$ cat config.mk
export PLATFORM = sky130hd
export DESIGN_NAME = nested_mux_rr_arbiter
export DESIGN_NICKNAME = d
export VERILOG_FILES = /design/src/rtl/nested_mux_rr_arbiter.sv
export SDC_FILE = /design/constraint.sdc
export NUM_CORES = 1
export LEC_CHECK = 0
export CAP_MARGIN = 0
export CORE_MARGIN = 2
export CORE_UTILIZATION = 30
export DETAILED_ROUTE_END_ITERATION = 6
export PLACE_DENSITY_LB_ADDON = 0.1
export SLEW_MARGIN = 20
export SYNTH_ARGS = -nofsm -noshare
export SYNTH_HDL_FRONTEND = slang
export SYNTH_SLANG_ARGS = --single-unit
$ cat constraint.sdc
create_clock -name clk -period 3.6 [get_ports clk]
set_input_delay 1.08 -clock clk [delete_from_list [all_inputs] [get_ports clk]]
set_output_delay 1.08 -clock clk [all_outputs]
set_load 0.05 [all_outputs]
$ cat src/rtl/nested_mux_rr_arbiter.sv
// Round-robin arbiter sharing a 4-input nested-mux datapath (a,b,d,e) with burst grants.
// Optional per-source grant counters are enabled by defining ARB_GRANT_CNT_EN.
module nested_mux_rr_arbiter #(
    parameter int DW        = 4,
    parameter int BURST_LEN = 4
) (
    input  logic          clk,
    input  logic          rst_n,
    input  logic [3:0]    req,
    input  logic [DW-1:0] din_a,
    input  logic [DW-1:0] din_b,
    input  logic [DW-1:0] din_d,
    input  logic [DW-1:0] din_e,
    input  logic          dout_ready,
`ifdef ARB_GRANT_CNT_EN
    input  logic          cnt_clr,
    output logic [31:0]   grant_cnt,
`endif
    output logic [3:0]    gnt,
    output logic [3:0]    src_ack,
    output logic          sel1,
    output logic          sel2,
    output logic          sel3,
    output logic [DW-1:0] dout,
    output logic          dout_valid
);

    // Handshake: a beat moves when dout_valid && dout_ready are both high in the same cycle;
    // dout_valid never waits on dout_ready, and dout holds steady while ready is low.

    localparam logic [3:0] LAST_BEAT = 4'(BURST_LEN - 1);

    typedef enum logic {ST_IDLE, ST_XFER} state_t;

    state_t        state_q, state_d;
    logic [3:0]    gnt_q, gnt_d;
    logic [2:0]    sel_q, sel_d;
    logic [1:0]    rr_ptr_q, rr_ptr_d;
    logic [3:0]    beat_cnt_q, beat_cnt_d;

    logic [1:0]    g_idx;
    logic          fire;
    logic          release_grant;
    logic [1:0]    arb_ptr;
    logic [1:0]    scan_idx;
    logic [1:0]    win_idx;
    logic          win_found;
    logic [DW-1:0] mux_out;

    always_comb begin
        g_idx = 2'd0;
        case (gnt_q)
            4'b0010: g_idx = 2'd1;
            4'b0100: g_idx = 2'd2;
            4'b1000: g_idx = 2'd3;
            default: g_idx = 2'd0;
        endcase
    end

    assign dout_valid    = (state_q == ST_XFER) && ((req & gnt_q) != 4'b0000);
    assign fire          = dout_valid && dout_ready;
    assign src_ack       = fire ? gnt_q : 4'b0000;
    // A granted source that is not requesting ends its grant without a beat.
    assign release_grant = (state_q == ST_XFER) && (!dout_valid || (fire && (beat_cnt_q == LAST_BEAT)));
    assign arb_ptr       = release_grant ? (g_idx + 2'd1) : rr_ptr_q;

    always_comb begin
        win_idx   = 2'd0;
        win_found = 1'b0;
        scan_idx  = arb_ptr;
        for (int i = 0; i < 4; i++) begin
            scan_idx = arb_ptr + 2'(i);
            if (!win_found && req[scan_idx]) begin
                win_found = 1'b1;
                win_idx   = scan_idx;
            end
        end
    end

    always_comb begin
        state_d    = state_q;
        gnt_d      = gnt_q;
        rr_ptr_d   = rr_ptr_q;
        beat_cnt_d = beat_cnt_q;
        case (state_q)
            ST_IDLE: begin
                if (win_found) begin
                    state_d    = ST_XFER;
                    gnt_d      = 4'b0001 << win_idx;
                    beat_cnt_d = 4'd0;
                end
            end
            ST_XFER: begin
                if (fire) begin
                    beat_cnt_d = beat_cnt_q + 4'd1;
                end
                // Re-arbitrate in the releasing edge so back-to-back grants have no bubble.
                if (release_grant) begin
                    rr_ptr_d   = g_idx + 2'd1;
                    beat_cnt_d = 4'd0;
                    if (win_found) begin
                        gnt_d = 4'b0001 << win_idx;
                    end else begin
                        state_d = ST_IDLE;
                        gnt_d   = 4'b0000;
                    end
                end
            end
            default: begin
                state_d = ST_IDLE;
                gnt_d   = 4'b0000;
            end
        endcase
    end

    always_comb begin
        sel_d = 3'b000;
        case (gnt_d)
            4'b0001: sel_d = 3'b100;
            4'b0010: sel_d = 3'b010;
            4'b0100: sel_d = 3'b001;
            default: sel_d = 3'b000;
        endcase
    end

    always_ff @(posedge clk or negedge rst_n) begin
        if (!rst_n) begin
            state_q    <= ST_IDLE;
            gnt_q      <= 4'b0000;
            sel_q      <= 3'b000;
            rr_ptr_q   <= 2'd0;
            beat_cnt_q <= 4'd0;
        end else begin
            state_q    <= state_d;
            gnt_q      <= gnt_d;
            sel_q      <= sel_d;
            rr_ptr_q   <= rr_ptr_d;
            beat_cnt_q <= beat_cnt_d;
        end
    end

    // Select 000 routes source e, so dout is forced to zero when nothing is granted.
    assign mux_out = sel_q[2] ? din_a : (sel_q[1] ? din_b : (sel_q[0] ? din_d : din_e));
    assign dout    = (gnt_q != 4'b0000) ? mux_out : '0;
    assign gnt     = gnt_q;
    assign sel1    = sel_q[2];
    assign sel2    = sel_q[1];
    assign sel3    = sel_q[0];

`ifdef ARB_GRANT_CNT_EN
    logic       grant_issue;
    logic [7:0] cnt_q [4];
    logic [7:0] cnt_d [4];

    assign grant_issue = (gnt_d != 4'b0000) && ((state_q == ST_IDLE) || release_grant);

    always_comb begin
        for (int i = 0; i < 4; i++) begin
            cnt_d[i] = cnt_q[i];
            if (cnt_clr) begin
                cnt_d[i] = 8'd0;
            end else if (grant_issue && (win_idx == 2'(i)) && (cnt_q[i] != 8'hFF)) begin
                cnt_d[i] = cnt_q[i] + 8'd1;
            end
        end
    end

    always_ff @(posedge clk or negedge rst_n) begin
        if (!rst_n) begin
            for (int i = 0; i < 4; i++) cnt_q[i] <= 8'd0;
        end else begin
            for (int i = 0; i < 4; i++) cnt_q[i] <= cnt_d[i];
        end
    end

    assign grant_cnt = {cnt_q[3], cnt_q[2], cnt_q[1], cnt_q[0]};
`endif

endmodule
==> out/qor.csv, run 1 <==
stage;metric;value;unit
clock_tree;clock sink total;14;
logic_synthesis;Synth top area share;0.346;
floorplanning;# IOs;39;
finish;layout cells sized above 1;0.194;
finish;antenna fix cells;0;
clock_tree;TritonCTS clock tree;built;
global_route;remaining global-route overflow;0;
global_route;gr usage total;0.147;
global_route;vias in the first global route;921;
global_route;largest net degree at the start of global routing;15;
sta;Final setup viols;0;
floorplanning;Die Ht;62.1;µm
logic_synthesis;mapped cell area;0.00101;mm²
global_route;M1 GR Usage;0.170;
logic_synthesis;#FFs+latches synth;14;
floorplanning;die area;0.00385;mm²
global_route;first-pass GRT wire length;4.12;mm
sta;Period minus WS final;3.51;ns
clock_tree;clock latency on the worst-skew pair;0.27;ns
flow_run;number of max-cap violations;0;
logic_synthesis;Synth Warn #;0;
logic_synthesis;top cells by area, synth;dfrtp_1 35%, nor2_1 7.8%, a21oi_1 4.9%, mux2i_1 4.0%, and2_1 3.1%;
global_route;M2 GR Usage;0.266;
finish;Area Growth Syn to Fin;53.3;%
logic_synthesis;post-synthesis sequential area ratio;0.346;
sta;fin crit share;0.974;
global_route;GR peak layer;met2;
routing;drt initial violations;37;
routing;WL/cell;13.1;µm
min_path;worst min path class;flop to flop;
placed_design;final estimated routing congestion in global placement;0.837;
logic_synthesis;cell taking the most area after synthesis;dfrtp_1;
global_route;initial antenna violation count;0;
power_and_ir_drop;pwr dens;834;mW/mm²
worst_setup_path;CP Capture Type;output pin;
power_and_ir_drop;Leak;0.661;nW
worst_setup_path;CP Launch Type;primary input;
routing;Pre-Repair DR Iteration Count;4;
routing;Final ANT Viol Nets;0;
power_and_ir_drop;Peak VDD IR;0.262;mV
floorplanning;Core Footprint;0.00328;mm²
floorplanning;number of core rows;21;
placed_design;Placed Cells;202;
clock_tree;Reg clk slew, reported paths;0.08;ns
worst_setup_path;Worst Path Required;2.52;ns
status;status;complete, no violations;
worst_setup_path;crit path kind;primary input to output pin;
floorplanning;initial core utilization;0.308;
global_route;grt met3 use;0.0331;
sta;fin. max-slew vios;0;
routing;vias per cell;4.93;
sta;FMAX;285;MHz
logic_synthesis;Mapped Cells;120;
finish;commonest non-fill, non-tap cell in the layout;clkdlybuf4s50_1;
floorplanning;Die X;62.1;µm
finish;Final Instance Count excl. Fillers;206;
worst_setup_path;Data arrival, critical path;2.43;ns
clock_tree;Clock Tree Buf Depth;2;
clock_tree;CTS Buf Count;3;
clock_tree;H-Tree Level Count;1;
sta;unrepaired setup endpoints after global routing;no;
sta;slew margin rel.;0.579;
logic_synthesis;Netlist cell types;41;
routing;vias;1016;
sta;Setup TNS;0;ns
routing;WL final;2.70;mm
worst_setup_path;Crit Path Max Fanout;4;
sta;Least-Margin Pin Slew;0.630;ns
logic_synthesis;Syn Area/Cell;8.44;µm²
sta;Worst Skew;0.00228;ns
logic_synthesis;Post-Syn Nets;144;
finish;layout net count;185;
clock_tree;Root Buffer;clkbuf_4;
finish;most frequent cells in the layout;29 x clkdlybuf4s50_1, 21 x nor2_1, 14 x dfrtp_1;
routing;DR DRC count;0;
placed_design;PortBufs;38;
placed_design;Detailed Place HPWL;2.14;mm
sta;Fin. Hold Viols;0;
report_power, final:
part           switching [mW]  total [mW]  leakage (nW)  internal, mW
sequential             0.0849       0.287         0.179         0.202
clock                  0.0466       0.108        0.0210        0.0614
combinational           0.507       0.899         0.461         0.392
total                   0.639        1.29         0.661         0.656
logic make-up (layout without fill, tap and decap cells):
group                    after synthesis  after routing  share of synthesized area
XOR/XNOR                               4              4                     0.0346
AND/OR/NAND/NOR                       52             52                      0.257
buffers and inverters                 14             54                     0.0803
AO/OA/AOI/OAI                         30             30                      0.219
adder cells (fa/ha/maj)                1              1                     0.0124
multiplexers                           5              5                     0.0507
flip-flops                            14             14                      0.346
Yosys cell counts (all sizes together):
library cell,instances
nor2,23
dfrtp,14
a21oi,12
nand2,8
and2,6
inv,6
a32o,5
buf,5
o21ai,5
mux2i,4
and3,3
nand3,3
nor3,3
xnor2,3
a22oi,2
clkbuf,2
nand4,2
a2111oi,1
a211o,1
a22o,1
and4,1
and4b,1
clkinv,1
ha,1
mux2,1
nand3b,1
nor4,1
o21a,1
o22a,1
o31ai,1
xor2,1
per-stage QoR:
stage          instance area, µm²  hold slack, ns  worst slack (ns)  utilization  power [mW]
3_3_place_gp                 1510           0.538             0.107        0.460        1.19
6_report                     1550           0.568            0.0941        0.472        1.29
5_1_grt                      1550           0.598            0.0181        0.472        1.39
2_1_floorplan                1010           0.509             0.498            -       0.861
4_1_cts                      1550           0.569            0.0505        0.471        1.30
3_5_place_dp                 1510           0.548            0.0519        0.460        1.19
flip-flops by register name, summed over array words and instances, names as in the netlist:
name	cells
state_q	1
sel_q	3
gnt	4
beat_cnt_q	4
rr_ptr_q	2
layer usage:
| layer | part of all wire | routed length, µm |
|---|---|---|
| met1 | 0.43 | 1150 |
| met2 | 0.49 | 1330 |
| met3 | 0.069 | 186 |
| met4 | 0.0078 | 21 |
| met5 | 0 | 0 |
final timing paths:
path | to | depth (start not counted) | startpoint | slack, ns
min in group asynchronous | beat_cnt_q[0] | 1 | rst_n | 1.20
max | src_ack[0] | 6 | req[0] | 0.09
max reg2reg | sel_q[0] | 8 | gnt[2] | 1.09
min reg2reg | rr_ptr_q[0] | 2 | rr_ptr_q[0] | 0.57
max in group asynchronous | beat_cnt_q[2] | 1 | rst_n | 2.00
min | rr_ptr_q[0] | 2 | rr_ptr_q[0] | 0.57
layout make-up:
cell class              count  area (µm²)
flip-flops and latches     14         350
fillers                   331        1730
repair buffers             43         495
multi-input cells          92         586
clock buffers               4        36.3
inverters                   7        26.3
well taps                  46        57.6
worst max-delay path, stage by stage:
cell             delay, ns
clkdlybuf4s50_1       0.45
a22oi_2               0.20
nand2_1               0.10
and3_1                0.22
and2_2                0.19
buf_4                 0.18
what timing repair did:
item / CTS / global route
hold buffers: 0 / 0
resized for setup: 0 / 1
buffers inserted: 0 / 0
endpoints found under the hold margin: 0 / 0
setup endpoints to repair: 0 / 1
Note: power is estimated with default switching activity, not from simulation.
==> inputs of run 2 (changes only) <==
--- a/config.mk
+++ b/config.mk
@@ -9,7 +9,9 @@
 export CORE_MARGIN = 2
 export CORE_UTILIZATION = 30
 export DETAILED_ROUTE_END_ITERATION = 6
+export HOLD_SLACK_MARGIN = 0.05
 export PLACE_DENSITY_LB_ADDON = 0.1
+export SETUP_SLACK_MARGIN = 0.5
 export SLEW_MARGIN = 20
 export SYNTH_ARGS = -nofsm -noshare
 export SYNTH_HDL_FRONTEND = slang
==> run 2 against run 1 <==
  * Fmax up 15%
  * Routed wire length up 7.3%
  * Clock-buffer cell count unchanged
  * Register-to-register slack worse by 0.23 ns
  * Critical path depth unchanged
  * Sequential power up 3%
  * Largest cell class unchanged
  * Die area unchanged
  * Total power up 8.7%
==> out/qor.csv, run 2 (synthesized netlist as in run 1, its figures left out) <==
stage;metric;value;unit;change
clock_tree;Root Buffer;clkbuf_4;;
placed_design;Detailed Place HPWL;2.20;mm;+2.5%
worst_setup_path;crit path kind;primary input to output pin;;
power_and_ir_drop;Leak;0.709;nW;+7.3%
floorplanning;# IOs;39;;unchanged
power_and_ir_drop;pwr dens;868;mW/mm²;+4.0%
sta;fin crit share;0.846;;-0.128
routing;DR DRC count;0;;unchanged
floorplanning;number of core rows;21;;unchanged
routing;drt initial violations;28;;-24%
clock_tree;clock sink total;14;;unchanged
placed_design;Setup WS pre-CTS;0.0987;ns;+0.0468 ns
status;status;complete, no violations;;
floorplanning;initial core utilization;0.308;;unchanged
placed_design;final estimated routing congestion in global placement;0.877;;+4.8%
routing;Pre-Repair DR Iteration Count;4;;unchanged
clock_tree;Reg clk slew, reported paths;0.09;ns;about the same
floorplanning;Die Ht;62.1;µm;unchanged
worst_setup_path;CP Capture Type;output pin;;
finish;antenna fix cells;0;;unchanged
flow_run;number of max-cap violations;0;;unchanged
finish;Seq. cell area;350;µm²;unchanged
worst_setup_path;CP Launch Type;primary input;;
clock_tree;H-Tree Level Count;1;;unchanged
sta;Period minus WS final;3.05;ns;-0.459 ns
sta;Final setup viols;0;;unchanged
sta;fin. max-slew vios;0;;unchanged
routing;WL/cell;13.7;µm;+4.8%
routing;Final ANT Viol Nets;0;;unchanged
worst_setup_path;Worst Path Required;2.52;ns;about the same
worst_setup_path;Crit Path Max Fanout;4;;unchanged
clock_tree;CTS Buf Count;3;;unchanged
worst_setup_path;Data arrival, critical path;1.97;ns;-0.46 ns
finish;layout cells sized above 1;0.394;;+0.200
power_and_ir_drop;Peak VDD IR;0.285;mV;+8.8%
finish;commonest non-fill, non-tap cell in the layout;nor2_1;;
floorplanning;die area;0.00385;mm²;unchanged
routing;vias;1067;;+5.0%
sta;Setup TNS;0;ns;unchanged
finish;Layout fillers;338;;+2.1%
sta;FMAX;328;MHz;+15%
global_route;largest net degree at the start of global routing;15;;unchanged
floorplanning;Core Footprint;0.00328;mm²;unchanged
placed_design;PortBufs;38;;unchanged
sta;PnR worst setup slack;0.553;ns;+0.459 ns
sta;Fin. Hold Viols;0;;unchanged
clock_tree;TritonCTS clock tree;built;;
global_route;gr usage total;0.152;;+0.00519
min_path;worst min path class;flop to flop;;
finish;Area Growth Syn to Fin;60.2;%;
clock_tree;clock latency on the worst-skew pair;0.29;ns;+0.02 ns
global_route;initial antenna violation count;0;;unchanged
finish;multi-input logic area;666;µm²;+14%
sta;unrepaired setup endpoints after global routing;yes;;
sta;slew margin rel.;0.564;;-0.0153
global_route;first-pass GRT wire length;4.35;mm;+5.5%
routing;vias per cell;5.06;;+2.5%
global_route;remaining global-route overflow;0;;unchanged
finish;layout net count;190;;+2.7%
floorplanning;Die X;62.1;µm;unchanged
sta;Worst Skew;0.00799;ns;+0.00571 ns
sta;Least-Margin Pin Slew;0.653;ns;+0.0229 ns
finish;most frequent cells in the layout;16 x nor2_1, 14 x dfrtp_1, 12 x clkdlybuf4s50_1;;
global_route;vias in the first global route;1016;;+10%
finish;Final Core Density;0.494;;+0.0213
routing;WL final;2.89;mm;+7.3%
clock_tree;Clock Tree Buf Depth;2;;unchanged
clock_tree;hold buffer count at cts;0;;unchanged
## run 2: cell types whose count changed in the layout (fill, tap and decap cells not counted), sizes merged
cell,delta
clkbuf,+1
clkdlybuf4s50,-17
dlygate4sd2,+5
buf,+16
## run 2: cell type report
cell class | instances | area share
clock buffer | 4 | 0.0224
inverter | 7 | 0.0162
multi-input combinational | 92 | 0.410
sequential | 14 | 0.216
tap | 46 | 0.0355
timing repair buffer | 48 | 0.299
## run 2: stage by stage
| step | instances | power [mW] | hold slack [ns] | area, µm² |
|---|---|---|---|---|
| global route | 211 | 1.50 | 0.611 | 1620 |
| finish | 211 | 1.41 | 0.582 | 1620 |
| CTS | 211 | 1.36 | 0.558 | 1570 |
| detailed placement | 203 | 1.20 | 0.537 | 1530 |
| floorplan | 120 | 0.872 | 0.509 | 1020 |
| global placement | 203 | 1.20 | 0.542 | 1530 |
## run 2: worst paths after layout
| check | endpoint | startpoint | slack [ns] | depth (start not counted) |
|---|---|---|---|---|
| setup / recovery | src_ack[1] | req[2] | 0.55 | 6 |
| hold / removal | beat_cnt_q[0] | beat_cnt_q[0] | 0.58 | 1 |
| setup reg to reg | sel_q[0] | gnt[2] | 0.86 | 10 |
| hold reg to reg | beat_cnt_q[0] | beat_cnt_q[0] | 0.58 | 1 |
| max in group asynchronous | sel_q[0] | rst_n | 1.99 | 1 |
| min in group asynchronous | rr_ptr_q[1] | rst_n | 1.19 | 1 |
## run 2: metal layers
layer,vias up,part of all wire,global-route usage
li1,520,-,-
met1,514,0.44,0.186
met2,26,0.50,0.259
met3,7,0.046,0.0248
met4,0,0.018,0.0729
met5,-,0,0
## run 2: power by group
part	internal (mW)	switching [mW]	leakage [nW]
Combinational	0.452	0.544	0.509
Clock	0.0616	0.0541	0.0210
Sequential	0.202	0.0933	0.179
Total	0.716	0.692	0.709
## run 2: critical path: stages
cell     delay (ns)
buf_6          0.09
a22oi_2        0.19
nand2_1        0.10
and3_4         0.20
and2_4         0.16
buf_12         0.14
## run 2: what timing repair did
item	CTS	global route
setup buffers	4	0
pin swaps	17	8
gates resized for setup	54	14
endpoints found under the setup margin	11	10
gates cloned	0	0
==> inputs of run 3 (changes only) <==
==> constraint.sdc (replaced) <==
create_clock -name clk -period 2.55 [get_ports clk]
set_input_delay 0.765 -clock clk [delete_from_list [all_inputs] [get_ports clk]]
set_output_delay 0.765 -clock clk [all_outputs]
set_load 0.05 [all_outputs]
==> run 3 against run 2 <==
  * Clock-buffer cell count is the same
  * Register-to-register slack lost 0.69 ns
  * Via count grew 6.6%
  * Sequential share of layout area shrank 2.7 points
  * First-iteration DRC count shrank 36%
  * Routed wire length grew 6.4%
==> out/qor.csv, run 3 (synthesized netlist as in run 1, its figures left out) <==
stage;metric;value;unit;change
status;status;complete, no violations;;
clock_tree;hold buffer count at cts;0;;unchanged
clock_tree;clock latency on the worst-skew pair;0.29;ns;about the same
global_route;M2 GR Usage;0.302;;+0.0432
worst_setup_path;Worst Setup SP;req[2];;
placed_design;Setup WS pre-CTS;-0.574;ns;-0.673 ns
floorplanning;# IOs;39;;unchanged
worst_setup_path;Crit Path Max Fanout;5;;+1
routing;WL/cell;13.4;µm;-2.0%
worst_setup_path;r2r worst-path depth;9;;-1
sta;fin. max-slew vios;0;;unchanged
routing;Final ANT Viol Nets;0;;unchanged
clock_tree;TritonCTS clock tree;built;;
global_route;grt met3 use;0.0228;;-0.00207
finish;layout cells sized above 1;0.585;;+0.191
global_route;GR peak layer;met2;;
worst_setup_path;CP top delay family;compound AO/OA/AOI/OAI gates;;
floorplanning;Die Ht;62.1;µm;unchanged
power_and_ir_drop;sequential power share;0.176;;-0.034
clock_tree;Reg clk slew, reported paths;0.10;ns;about the same
global_route;remaining global-route overflow;0;;unchanged
floorplanning;number of core rows;21;;unchanged
worst_setup_path;CP Capture Type;flop;;
placed_design;Detailed Place HPWL;2.32;mm;+5.4%
routing;vias per cell;4.97;;-1.8%
power_and_ir_drop;Net Sw Power;1.10;mW;+59%
finish;Seq. cell area;357;µm²;+1.8%
clock_tree;Clock Tree Buf Depth;2;;unchanged
floorplanning;Die X;62.1;µm;unchanged
finish;most frequent cells in the layout;25 x buf_4, 14 x nor2_1, 14 x buf_6;;
power_and_ir_drop;pwr dens;1210;mW/mm²;+40%
sta;FMAX;412;MHz;
routing;Pre-Repair DR Iteration Count;4;;unchanged
sta;Setup TNS;0;ns;unchanged
clock_tree;CTS Buf Count;3;;unchanged
power_and_ir_drop;Peak VDD IR;0.525;mV;+84%
sta;Final setup viols;0;;unchanged
global_route;gr usage total;0.175;;+0.0227
clock_tree;H-Tree Level Count;1;;unchanged
routing;WL final;3.08;mm;+6.4%
power_and_ir_drop;part of the power in combinational logic;0.753;;+0.045
flow_run;number of max-cap violations;0;;unchanged
min_path;Worst Hold Path EP;beat_cnt_q[1];;
clock_tree;clock sink total;14;;unchanged
sta;Period minus WS final;2.43;ns;
min_path;hold path depth;2;;+1
floorplanning;initial core utilization;0.308;;unchanged
sta;PnR worst setup slack;0.121;ns;-0.432 ns
worst_setup_path;worst r2r src;gnt[1];;
power_and_ir_drop;P_int;1.19;mW;+67%
worst_setup_path;Worst Path Required;2.76;ns;+0.24 ns
clock_tree;Root Buffer;clkbuf_4;;
worst_setup_path;Worst Path Buf+Inv;2;;unchanged
floorplanning;Core Footprint;0.00328;mm²;unchanged
sta;Fin. Hold Viols;0;;unchanged
finish;multi-input logic area;738;µm²;+11%
power_and_ir_drop;Clock power frac;0.072;;-0.010
worst_setup_path;Data arrival, critical path;2.64;ns;+0.67 ns
worst_setup_path;CP cell instances;buf_6, a22oi_2, a32o_2, and4_1, nor2_2, a32o_1, a211o_1, buf_6, nand3b_1, and4b_1;;
worst_setup_path;Most common cell on crit path;buf_6;;
global_route;initial antenna violation count;0;;unchanged
worst_setup_path;CP Launch Type;primary input;;
finish;commonest non-fill, non-tap cell in the layout;buf_4;;
power_and_ir_drop;Leak;0.843;nW;+19%
worst_setup_path;r2r setup slk;0.17;ns;-0.69 ns
global_route;first-pass GRT wire length;4.96;mm;+14%
power_and_ir_drop;Net Sw Frac;0.479;;-0.0123
sta;fin crit share;0.952;;
worst_setup_path;RR Endpoint;sel_q[2];;
worst_setup_path;CP peak stage delay;0.29;ns;+0.09 ns
sta;slew margin rel.;0.569;;+0.00558
placed_design;final estimated routing congestion in global placement;0.938;;+7.0%
min_path;beginning of the worst hold path;beat_cnt_q[1];;
global_route;largest net degree at the start of global routing;15;;unchanged
placed_design;PortBufs;38;;unchanged
sta;unrepaired setup endpoints after global routing;yes;;
routing;vias;1137;;+6.6%
routing;drt initial violations;18;;-36%
worst_setup_path;Crit-path slowest cell;a211o_1;;
worst_setup_path;crit path kind;primary input to flop;;
routing;DR DRC count;0;;unchanged
global_route;M1 GR Usage;0.224;;+0.0386
sta;Least-Margin Pin Slew;0.644;ns;-0.00835 ns
floorplanning;die area;0.00385;mm²;unchanged
global_route;vias in the first global route;1085;;+6.8%
finish;Layout fillers;289;;-14%
min_path;worst min path class;flop to flop;;
finish;antenna fix cells;0;;unchanged
finish;Area Growth Syn to Fin;86.4;%;
sta;Worst Skew;0.0188;ns;+0.0108 ns
finish;layout net count;208;;+9.5%
run 3: cell types whose count changed in the layout (fill, tap and decap cells not counted), sizes merged:
cell           delta
buf              +21
clkdlybuf4s15     +4
inv               +1
clkinv            -1
clkdlybuf4s50     -9
dlymetal6s2s      +1
clkbuf            +1
run 3: through the flow:
| step | hold slack, ns | util | std cells | cell area (µm²) | total power, mW |
|---|---|---|---|---|---|
| finish | 0.581 | 0.574 | 229 | 1890 | 2.29 |
| global placement | 0.553 | 0.515 | 222 | 1690 | 1.87 |
| detailed placement | 0.562 | 0.515 | 222 | 1690 | 1.88 |
| global route | 0.598 | 0.574 | 229 | 1890 | 2.44 |
| CTS | 0.585 | 0.559 | 228 | 1840 | 2.20 |
| floorplan | 0.469 | - | 120 | 1070 | 1.30 |
run 3: final cells by class:
cell class / instances / area share
clock buffers: 4 / 0.0192
repair buffers: 66 / 0.353
flip-flops and latches: 14 / 0.189
multi-input cells: 92 / 0.391
well taps: 46 / 0.0305
inverters: 7 / 0.0166
run 3: power groups by stage:
stage	Combinational, mW	Sequential (mW)	Clock [mW]
6_report	1.72	0.402	0.165
3_5_place_dp	1.48	0.394	0
4_1_cts	1.64	0.396	0.168
5_1_grt	1.84	0.414	0.180
3_3_place_gp	1.47	0.394	0
2_1_floorplan	0.830	0.471	0
run 3: layer usage:
metal,up-vias,part of all wire
li1,555,-
met1,542,0.41
met2,31,0.52
met3,9,0.048
met4,0,0.021
met5,-,0
run 3: worst max path at each step:
| stage | slack, ns | endpoint | depth (start not counted) |
|---|---|---|---|
| after floorplan | 0.09 | sel_q[0] | 8 |
| after global placement | -0.45 | sel_q[0] | 9 |
| after detailed placement | -0.57 | sel_q[0] | 9 |
| after CTS | 0.13 | src_ack[2] | 6 |
| after global routing | 0.03 | sel_q[2] | 10 |
| final | 0.12 | sel_q[2] | 10 |
run 3: tightest hold or removal path: cells and delay by family, from the launching register on:
family	cells	cell delay [ns]
buf+inv	1	0.06
compound gates	1	0.08
flops	1	0.41
run 3: what timing repair did:
item	4_1_cts	5_1_grt
resized for setup	99	24
gates cloned	0	0
pin swaps	26	26
buffers inserted	2	1
endpoints found under the setup margin	27	22
